`src/rtl/uart_pkg.sv`:
```
// Shared types for the UART receive path: per-character error status,
// FIFO entry layout and the RTS flow-control FSM states.
package uart_pkg;

    localparam int unsigned UART_DATA_BITS = 8;

    typedef struct packed {
        logic brk;
        logic framing;
        logic parity;
    } rx_error_t;

    typedef struct packed {
        logic [UART_DATA_BITS-1:0] data;
        rx_error_t                 error;
    } rx_fifo_entry_t;

    typedef enum logic [0:0] {
        RTS_ASSERT = 1'b0,
        RTS_HOLD   = 1'b1
    } rts_state_t;

endpackage

```
`src/rtl/uart_fifo_ram.sv`:
```
// Storage array for the receive FIFO: one synchronous write port and one
// asynchronous read port. Holds no control state of its own.
module uart_fifo_ram #(
    parameter int unsigned WIDTH     = 11,
    parameter int unsigned DEPTH     = 8,
    parameter int unsigned ADDR_BITS = $clog2(DEPTH)
) (
    input  logic                 clk,
    input  logic                 wr_en,
    input  logic [ADDR_BITS-1:0] wr_addr,
    input  logic [WIDTH-1:0]     wr_data,
    input  logic [ADDR_BITS-1:0] rd_addr,
    output logic [WIDTH-1:0]     rd_data
);

    logic [WIDTH-1:0] mem [DEPTH];

    always_ff @(posedge clk) begin
        if (wr_en) begin
            mem[wr_addr] <= wr_data;
        end
    end

    assign rd_data = mem[rd_addr];

endmodule

```
`src/rtl/uart_rx_fifo.sv`:
```
// Receive FIFO with first-word-fall-through head register, sticky overflow
// and RTS flow control (hysteresis FSM only when UART_RX_FIFO_RTS_EN is defined).
module uart_rx_fifo
    import uart_pkg::*;
#(
    parameter int unsigned DATA_BITS     = 8,
    parameter int unsigned FIFO_DEPTH    = 8,
    parameter int unsigned RTS_OFF_LEVEL = FIFO_DEPTH - 2,
    parameter int unsigned RTS_ON_LEVEL  = FIFO_DEPTH / 2
) (
    input  logic                            SysClk,
    input  logic                            Rst,
    input  logic                            Wr_En,
    input  logic [DATA_BITS-1:0]            Wr_Data,
    input  logic [2:0]                      Wr_Error,
    input  logic                            Read_Done,
    input  logic                            Overflow_Clr,
    output logic [DATA_BITS-1:0]            Data_Out,
    output logic [2:0]                      Rx_Error,
    output logic                            Data_Rdy,
    output logic                            FIFO_Empty,
    output logic                            FIFO_Full,
    output logic                            FIFO_Overflow,
    output logic [$clog2(FIFO_DEPTH+1)-1:0] Fill_Count,
    output logic                            RTS
);

    localparam int unsigned PTR_BITS   = $clog2(FIFO_DEPTH);
    localparam int unsigned CNT_BITS   = $clog2(FIFO_DEPTH + 1);
    localparam int unsigned ENTRY_BITS = DATA_BITS + 3;

    logic [PTR_BITS-1:0]   wr_ptr;
    logic [PTR_BITS-1:0]   rd_ptr;
    logic [PTR_BITS-1:0]   rd_ptr_next;
    logic [CNT_BITS-1:0]   count;
    logic [CNT_BITS-1:0]   count_next;
    logic                  push;
    logic                  pop;
    rx_error_t             wr_status;
    logic [ENTRY_BITS-1:0] wr_entry;
    logic [ENTRY_BITS-1:0] ram_rd_data;
    logic [ENTRY_BITS-1:0] head_next;

    assign push        = Wr_En && (!FIFO_Full || Read_Done);
    assign pop         = Read_Done && !FIFO_Empty;
    assign rd_ptr_next = pop ? rd_ptr + 1'b1 : rd_ptr;
    assign wr_status   = rx_error_t'(Wr_Error);
    assign wr_entry    = {Wr_Data, wr_status};

    always_comb begin
        count_next = count;
        unique case ({push, pop})
            2'b10:   count_next = count + 1'b1;
            2'b01:   count_next = count - 1'b1;
            default: count_next = count;
        endcase
    end

    uart_fifo_ram #(
        .WIDTH     (ENTRY_BITS),
        .DEPTH     (FIFO_DEPTH),
        .ADDR_BITS (PTR_BITS)
    ) u_ram (
        .clk     (SysClk),
        .wr_en   (push),
        .wr_addr (wr_ptr),
        .wr_data (wr_entry),
        .rd_addr (rd_ptr_next),
        .rd_data (ram_rd_data)
    );

    // The new head is the incoming character when it lands in the slot the
    // read pointer is about to reference (empty FIFO, or last entry popped).
    assign head_next = (push && (rd_ptr_next == wr_ptr)) ? wr_entry : ram_rd_data;

    always_ff @(posedge SysClk or posedge Rst) begin
        if (Rst) begin
            wr_ptr        <= '0;
            rd_ptr        <= '0;
            count         <= '0;
            FIFO_Empty    <= 1'b1;
            FIFO_Full     <= 1'b0;
            FIFO_Overflow <= 1'b0;
            Data_Out      <= '0;
            Rx_Error      <= '0;
        end else begin
            if (push) begin
                wr_ptr <= wr_ptr + 1'b1;
            end
            rd_ptr     <= rd_ptr_next;
            count      <= count_next;
            FIFO_Empty <= (count_next == '0);
            FIFO_Full  <= (count_next == CNT_BITS'(FIFO_DEPTH));
            if (Wr_En && !push) begin
                FIFO_Overflow <= 1'b1;
            end else if (Overflow_Clr) begin
                FIFO_Overflow <= 1'b0;
            end
            if (count_next != '0) begin
                Data_Out <= head_next[ENTRY_BITS-1:3];
                Rx_Error <= head_next[2:0];
            end
        end
    end

    assign Data_Rdy   = !FIFO_Empty;
    assign Fill_Count = count;

`ifdef UART_RX_FIFO_RTS_EN
    rts_state_t rts_state;
    rts_state_t rts_state_next;

    // Thresholds are evaluated on the post-edge count so RTS moves on the
    // same edge that crosses the level.
    always_comb begin
        rts_state_next = rts_state;
        case (rts_state)
            RTS_ASSERT: if (count_next >= CNT_BITS'(RTS_OFF_LEVEL)) rts_state_next = RTS_HOLD;
            RTS_HOLD:   if (count_next <= CNT_BITS'(RTS_ON_LEVEL))  rts_state_next = RTS_ASSERT;
            default:    rts_state_next = RTS_ASSERT;
        endcase
    end

    always_ff @(posedge SysClk or posedge Rst) begin
        if (Rst) begin
            rts_state <= RTS_ASSERT;
        end else begin
            rts_state <= rts_state_next;
        end
    end

    assign RTS = (rts_state == RTS_ASSERT);
`else
    logic unused_rts_cfg;
    assign unused_rts_cfg = (RTS_ON_LEVEL < RTS_OFF_LEVEL);
    assign RTS            = 1'b1;
`endif

endmodule

```
`config.mk`:
```
export PLATFORM = sky130hd
export DESIGN_NAME = uart_rx_fifo
export DESIGN_NICKNAME = d
export VERILOG_FILES = /design/src/rtl/uart_pkg.sv /design/src/rtl/uart_fifo_ram.sv /design/src/rtl/uart_rx_fifo.sv
export SDC_FILE = /design/constraint.sdc
export NUM_CORES = 1
export LEC_CHECK = 0
export CAP_MARGIN = 5
export CORE_MARGIN = 3
export CORE_UTILIZATION = 55
export DETAILED_ROUTE_END_ITERATION = 8
export PLACE_DENSITY = 0.76
export SYNTH_ARGS = -nofsm -noshare
export SYNTH_HDL_FRONTEND = slang
export SYNTH_SLANG_ARGS = --single-unit
export TNS_END_PERCENT = 5
```
`constraint.sdc`:
```
create_clock -name SysClk -period 6.75 [get_ports SysClk]
set_clock_uncertainty 0.1 [all_clocks]
set_input_delay 0.675 -clock SysClk [delete_from_list [all_inputs] [get_ports SysClk]]
set_output_delay 0.675 -clock SysClk [all_outputs]
set_load 0.1 [all_outputs]
```
==> impl_metrics.env, run 1 <==
export IMPL_status="complete, no violations"
export IMPL_slew_violations=0
export IMPL_hold_viol_final=0
export IMPL_finalSetupViolations=0
export IMPL_worstSetupPathType="in2reg"
export IMPL_ios=36
export IMPL_die_w_um=106.0
export IMPL_dpl_instance_area_mm2=0.005931
export IMPL_clk_latency_ns=0.37
export IMPL_grtUsageTotal_pct=24.00
export IMPL_period_share_pct=72.47
export IMPL_cp_cell_sequence="clkdlybuf4s50_1 -> nand2b_4 -> inv_2 -> ha_1 -> xor2_1 -> ha_1 -> o22a_1 -> and4b_1 -> o211ai_1 -> inv_1 -> o2bb2ai_1"
export IMPL_post_drt_wl_per_cell_um=19.71
export IMPL_max_cap_violations=0
export IMPL_htreeDepth=3
export IMPL_cts_buffers=9
export IMPL_cts_tree="done"
export IMPL_synth_edf_count=88
export IMPL_initial_core_util_pct=58.12
export IMPL_multiInputGateArea_mm2=0.001999
export IMPL_worstPathMaxFanout=67
export IMPL_grt_max_degree=90
export IMPL_ys_ff_latch=112
export IMPL_ys_seq_area_share_pct=59.01
export IMPL_antenna_found_initial=0
export IMPL_fmax_mhz=204.4
export IMPL_overflow=0
export IMPL_regArea_mm2=0.003246
export IMPL_synth_top_area_cell="edfxtp_1"
export IMPL_cts_hold_buf=0
export IMPL_synth_nets=543
export IMPL_cp_end_kind="register"
export IMPL_fp_dieArea_mm2=0.01123
export IMPL_syn_inst=522
export IMPL_rows=35
export IMPL_diodes=0
export IMPL_vias=4185
export IMPL_cp_data_required_time_ns=6.91
export IMPL_yosysTopAreaCellShare_pct=48.07
export IMPL_dpl_hpwl_um=7789
export IMPL_synth_area_per_cell_um2=10.53
export IMPL_layout_min_cycle_time_ns=4.892
export IMPL_max_slew_margin_rel_pct=19.45
export IMPL_cp_slowest_cell="o211ai_1"
export IMPL_numPortBuffers=34
export IMPL_cts_max_path_buffers=2
export IMPL_cp_arrival_ns=5.05
export IMPL_core_area_mm2=0.009459
export IMPL_holdWs_ns=0.4299
export IMPL_ys_types=43
export IMPL_grt_pass1_wl_um=21000
export IMPL_slowest_delay_ns=0.77
export IMPL_finalNetCount=554
export IMPL_netlist_top_cells_count="edfxtp_1, nor3_1, a21oi_1"
export IMPL_ctsRootBufferMaster="clkbuf_8"
export IMPL_synthTopCellsByArea="edfxtp_1, dfrtp_1, nor3_1"
export IMPL_finalSetupTns_ns=0
export IMPL_crit_top_cell="ha_1"
export IMPL_start_kind="primary input"
export IMPL_grt_setup_unrepaired="no"
export IMPL_ant_nets=0
export IMPL_async_flop_share_pct=21.43
export IMPL_synth_main_ff_cell="edfxtp_1"
export IMPL_wl_um=13150
export IMPL_nFillCells=734
export IMPL_fin_area_mm2=0.006110
export IMPL_min_path_type="reg2reg"
export IMPL_grt_pass1_vias=3962
export IMPL_drive_above_1_share_pct=7.063
export IMPL_dr_first_iter_drc_count=365
export IMPL_clkTransAtPathRegs_ns=0.11
export IMPL_synth_area_mm2=0.005498
export IMPL_clkSinkCount=112
export IMPL_yosys_warnings=0
export IMPL_post_cts_resize_count=0
export IMPL_place_gp_congestion=0.7836
export IMPL_area_delta_synth_final_pct=11.13
export IMPL_drt_pre_antenna_iters=5
export IMPL_dieHeight_um=106.0
export IMPL_viasPerCell=6.274
export IMPL_yosysMostFrequentCell="edfxtp_1"
export IMPL_cts_setup_buffers=0
export IMPL_worst_pin_slew_ns=1.204
export IMPL_drc=0
[registers in the layout, indices dropped and copies added, names as in the netlist]
signal         cells
Data_Out           8
FIFO_Empty         1
FIFO_Full          1
FIFO_Overflow      1
Fill_Count         4
Rx_Error           3
rd_ptr             3
u_ram.mem         88
wr_ptr             3
[final cells by class]
type | instances | share of cell area, %
clock buffers | 9 | 2.027
clock inverters | 7 | 0.9011
inverters | 33 | 2.027
multi-input cells | 335 | 32.73
flip-flops and latches | 112 | 53.12
well taps | 129 | 2.642
repair buffers | 42 | 6.553
[worst max-delay path: cells and delay by family]
family          cells  cell delay, ns
xor+xnor            1            0.18
fa+ha+maj           2            0.69
buf+inv             3            1.40
simple gates        2            0.81
compound gates      3            1.23
[cells in the final DEF, fill, tap and decap left out, drive strengths merged, types with 4 or more instances in the layout]
cell type	count
xnor2	7
ha	5
nor2b	22
buf	8
nor2	49
o41ai	10
dfrtp	23
a211oi	11
clkdlybuf4s50	34
a21oi	57
nor4	13
o22ai	22
o21ai	35
nor3	59
clkbuf	9
inv	36
edfxtp	88
o2bb2ai	11
clkinv	4
nand2b	8
[metal layers]
layer	vias to the layer above	share of wire, %	track usage, %
met5	-	0	0
met4	0	0.87	5.920
met3	13	7.7	5.039
met2	182	49	39.62
met1	2039	42	32.79
li1	1951	-	-
[stage by stage]
| stage | worst slack (ns) | utilization, % | instances |
|---|---|---|---|
| 6_report | 1.858 | 64.59 | 667 |
| 3_5_place_dp | 1.578 | 62.70 | 651 |
| 4_1_cts | 1.967 | 64.59 | 667 |
| 5_1_grt | 1.629 | 64.59 | 667 |
| 2_1_floorplan | 3.331 | - | 522 |
| 3_3_place_gp | 1.779 | 62.70 | 651 |
[worst paths after layout]
| check | startpoint | end | slack, ns | depth (start not counted) |
|---|---|---|---|---|
| setup / recovery | Read_Done | Data_Out[1] | 1.86 | 11 |
| hold / removal | Data_Out[4] | Data_Out[4] | 0.43 | 1 |
| setup reg to reg | FIFO_Empty | Data_Out[1] | 2.03 | 10 |
| hold reg to reg | Data_Out[4] | Data_Out[4] | 0.43 | 1 |
| max in group asynchronous | Rst | rd_ptr[0] | 5.21 | 2 |
| min in group asynchronous | Rst | wr_ptr[2] | 0.70 | 2 |
[cells by family (layout without fill, tap and decap cells)]
family                   after synthesis  count (layout)  synth area share, %
AO/OA/AOI/OAI                        152             152                16.59
buffers and inverters                 75              91                5.348
multiplexers                           3               3               0.6826
adder cells (fa/ha/maj)                5               5                1.138
XOR/XNOR                              10              10                1.935
AND/OR/NAND/NOR                      164             164                15.23
other                                  1               1              0.06821
flip-flops                           112             112                59.01
Power of run 1 is left out: the tool's default activity adds up to more than one toggle a clock period on the data nets, which glitch-free logic cannot reach.
==> run 2, diff against run 1 <==
CORE_UTILIZATION = 53   (was 55)
PLACE_DENSITY = 0.77   (was 0.76)
clock period = 4.1 ns   (was 6.75 ns; I/O delays follow)
==> run 2 against run 1 <==
Against the previous run: cell count rose by 2.2%; flip-flop and latch count did not move; wire length rose by 5.1%; setup slack got worse by 1.2 ns; final area rose by 1.2%; die area rose by 3.6%; worst hold slack got worse by 0.017 ns; via count rose by 3.1%; critical path type unchanged; global-route usage rose by 0.90 points.
==> impl_metrics.env, run 2 (synthesis results as in run 1) <==
export IMPL_status="complete, no violations"
export IMPL_ios=36
export IMPL_finalNetCount=565
export IMPL_min_path_type="reg2reg"
export IMPL_cp_arrival_ns=3.65
export IMPL_final_cell_mix="edfxtp_1, a21oi_1, nor3_1"
export IMPL_fp_dieArea_mm2=0.01163
export IMPL_worstSetupPathType="in2reg"
export IMPL_cts_setup_buffers=0
export IMPL_die_w_um=107.9
export IMPL_start_kind="primary input"
export IMPL_place_gp_congestion=0.8486
export IMPL_grt_setup_unrepaired="no"
export IMPL_cts_max_path_buffers=2
export IMPL_finalSetupTns_ns=0
export IMPL_viasPerCell=6.324
export IMPL_dieHeight_um=107.9
export IMPL_area_delta_synth_final_pct=12.47
export IMPL_post_place_cells=666
export IMPL_period_share_pct=84.64
export IMPL_grt_max_degree=66
export IMPL_layout_min_cycle_time_ns=3.470
export IMPL_cp_data_required_time_ns=4.28
export IMPL_core_area_mm2=0.009910
export IMPL_dr_first_iter_drc_count=533
export IMPL_ant_nets=0
export IMPL_clk_latency_ns=0.36
export IMPL_htreeDepth=3
export IMPL_finalSetupViolations=0
export IMPL_fmax_mhz=288.2
export IMPL_ctsRootBufferMaster="clkbuf_8"
export IMPL_grt_pass1_wl_um=22070
export IMPL_regArea_mm2=0.003246
export IMPL_hold_viol_final=0
export IMPL_max_cap_violations=0
export IMPL_multiInputGateArea_mm2=0.001989
export IMPL_worstPathMaxFanout=12
export IMPL_drt_pre_antenna_iters=5
export IMPL_post_drt_wl_per_cell_um=20.26
export IMPL_post_cts_resize_count=0
export IMPL_initial_core_util_pct=55.48
export IMPL_antenna_found_initial=0
export IMPL_wl_um=13820
export IMPL_drc=0
export IMPL_max_slew_margin_rel_pct=22.55
export IMPL_grtUsageTotal_pct=24.90
export IMPL_grt_pass1_vias=4216
export IMPL_final_cells=682
export IMPL_worst_pin_slew_ns=1.155
export IMPL_cp_end_kind="register"
export IMPL_numPortBuffers=34
export IMPL_diodes=0
export IMPL_clkTransAtPathRegs_ns=0.09
export IMPL_largest_reg_flops=88
export IMPL_nFillCells=757
export IMPL_clkSinkCount=112
export IMPL_dpl_hpwl_um=8617
export IMPL_cts_tree="done"
export IMPL_overflow=0
export IMPL_top_register="u_ram.mem"
export IMPL_cts_hold_buf=0
export IMPL_drive_above_1_share_pct=8.197
export IMPL_fin_util_pct=62.40
export IMPL_final_common_cell="edfxtp_1"
export IMPL_cts_buffers=9
export IMPL_rows=36
export IMPL_slew_violations=0
export IMPL_vias=4313
-- run 2: changes by cell type in the layout (fill, tap and decap cells not counted) --
| cell | delta |
|---|---|
| inv_8 | -1 |
| nor3_2 | -2 |
| inv_6 | -2 |
| clkbuf_1 | +2 |
| nor3_1 | +2 |
| buf_4 | +11 |
| clkinv_4 | -2 |
| clkinvlp_4 | +1 |
| clkbuf_8 | +2 |
-- run 2: final timing paths --
path	depth (start not counted)	slack, ns	startpoint	end
setup / recovery	13	0.63	Read_Done	Data_Out[7]
hold / removal	1	0.41	Data_Out[6]	Data_Out[6]
setup reg to reg	8	0.78	FIFO_Empty	Rx_Error[2]
hold reg to reg	1	0.41	Data_Out[6]	Data_Out[6]
max in group asynchronous	2	2.64	Rst	rd_ptr[0]
min in group asynchronous	2	0.53	Rst	rd_ptr[2]
-- run 2: layout make-up --
cell class,count,area share [%]
flip-flops and latches,112,52.49
multi-input cells,335,32.17
repair buffers,53,7.811
well taps,133,2.691
clock buffers,13,2.570
inverters,33,2.003
clock inverters,3,0.2631
-- run 2: worst max-delay path, cell delays in order --
cell and delay, ns:
clkdlybuf4s50_1 0.56, nand2b_1 0.20, nand2_1 0.07, buf_4 0.18, ha_1 0.27, xor2_1 0.18
ha_1 0.30, o22a_1 0.25, a211oi_1 0.22, o211ai_1 0.13, buf_4 0.22, inv_1 0.46
o2bb2ai_1 0.18
-- run 2: layer usage --
layer	part of all wire, %	global-route usage, %	up-vias
met4	2.9	11.09	0
met3	9.4	3.119	37
met1	39	33.78	2037
met2	48	40.32	271
li1	-	-	1968
met5	0	0	-
-- run 2: metrics by stage --
stage,setup slack (ns),cell area (µm²),hold slack (ns)
detailed placement,0.3013,6008,0.3817
global route,0.4961,6183,0.4337
CTS,0.6590,6183,0.4207
finish,0.6297,6183,0.4129
floorplan,0.6807,5498,0.3239
global placement,0.3584,6008,0.3869
Power of run 2 is left out for the same reason.
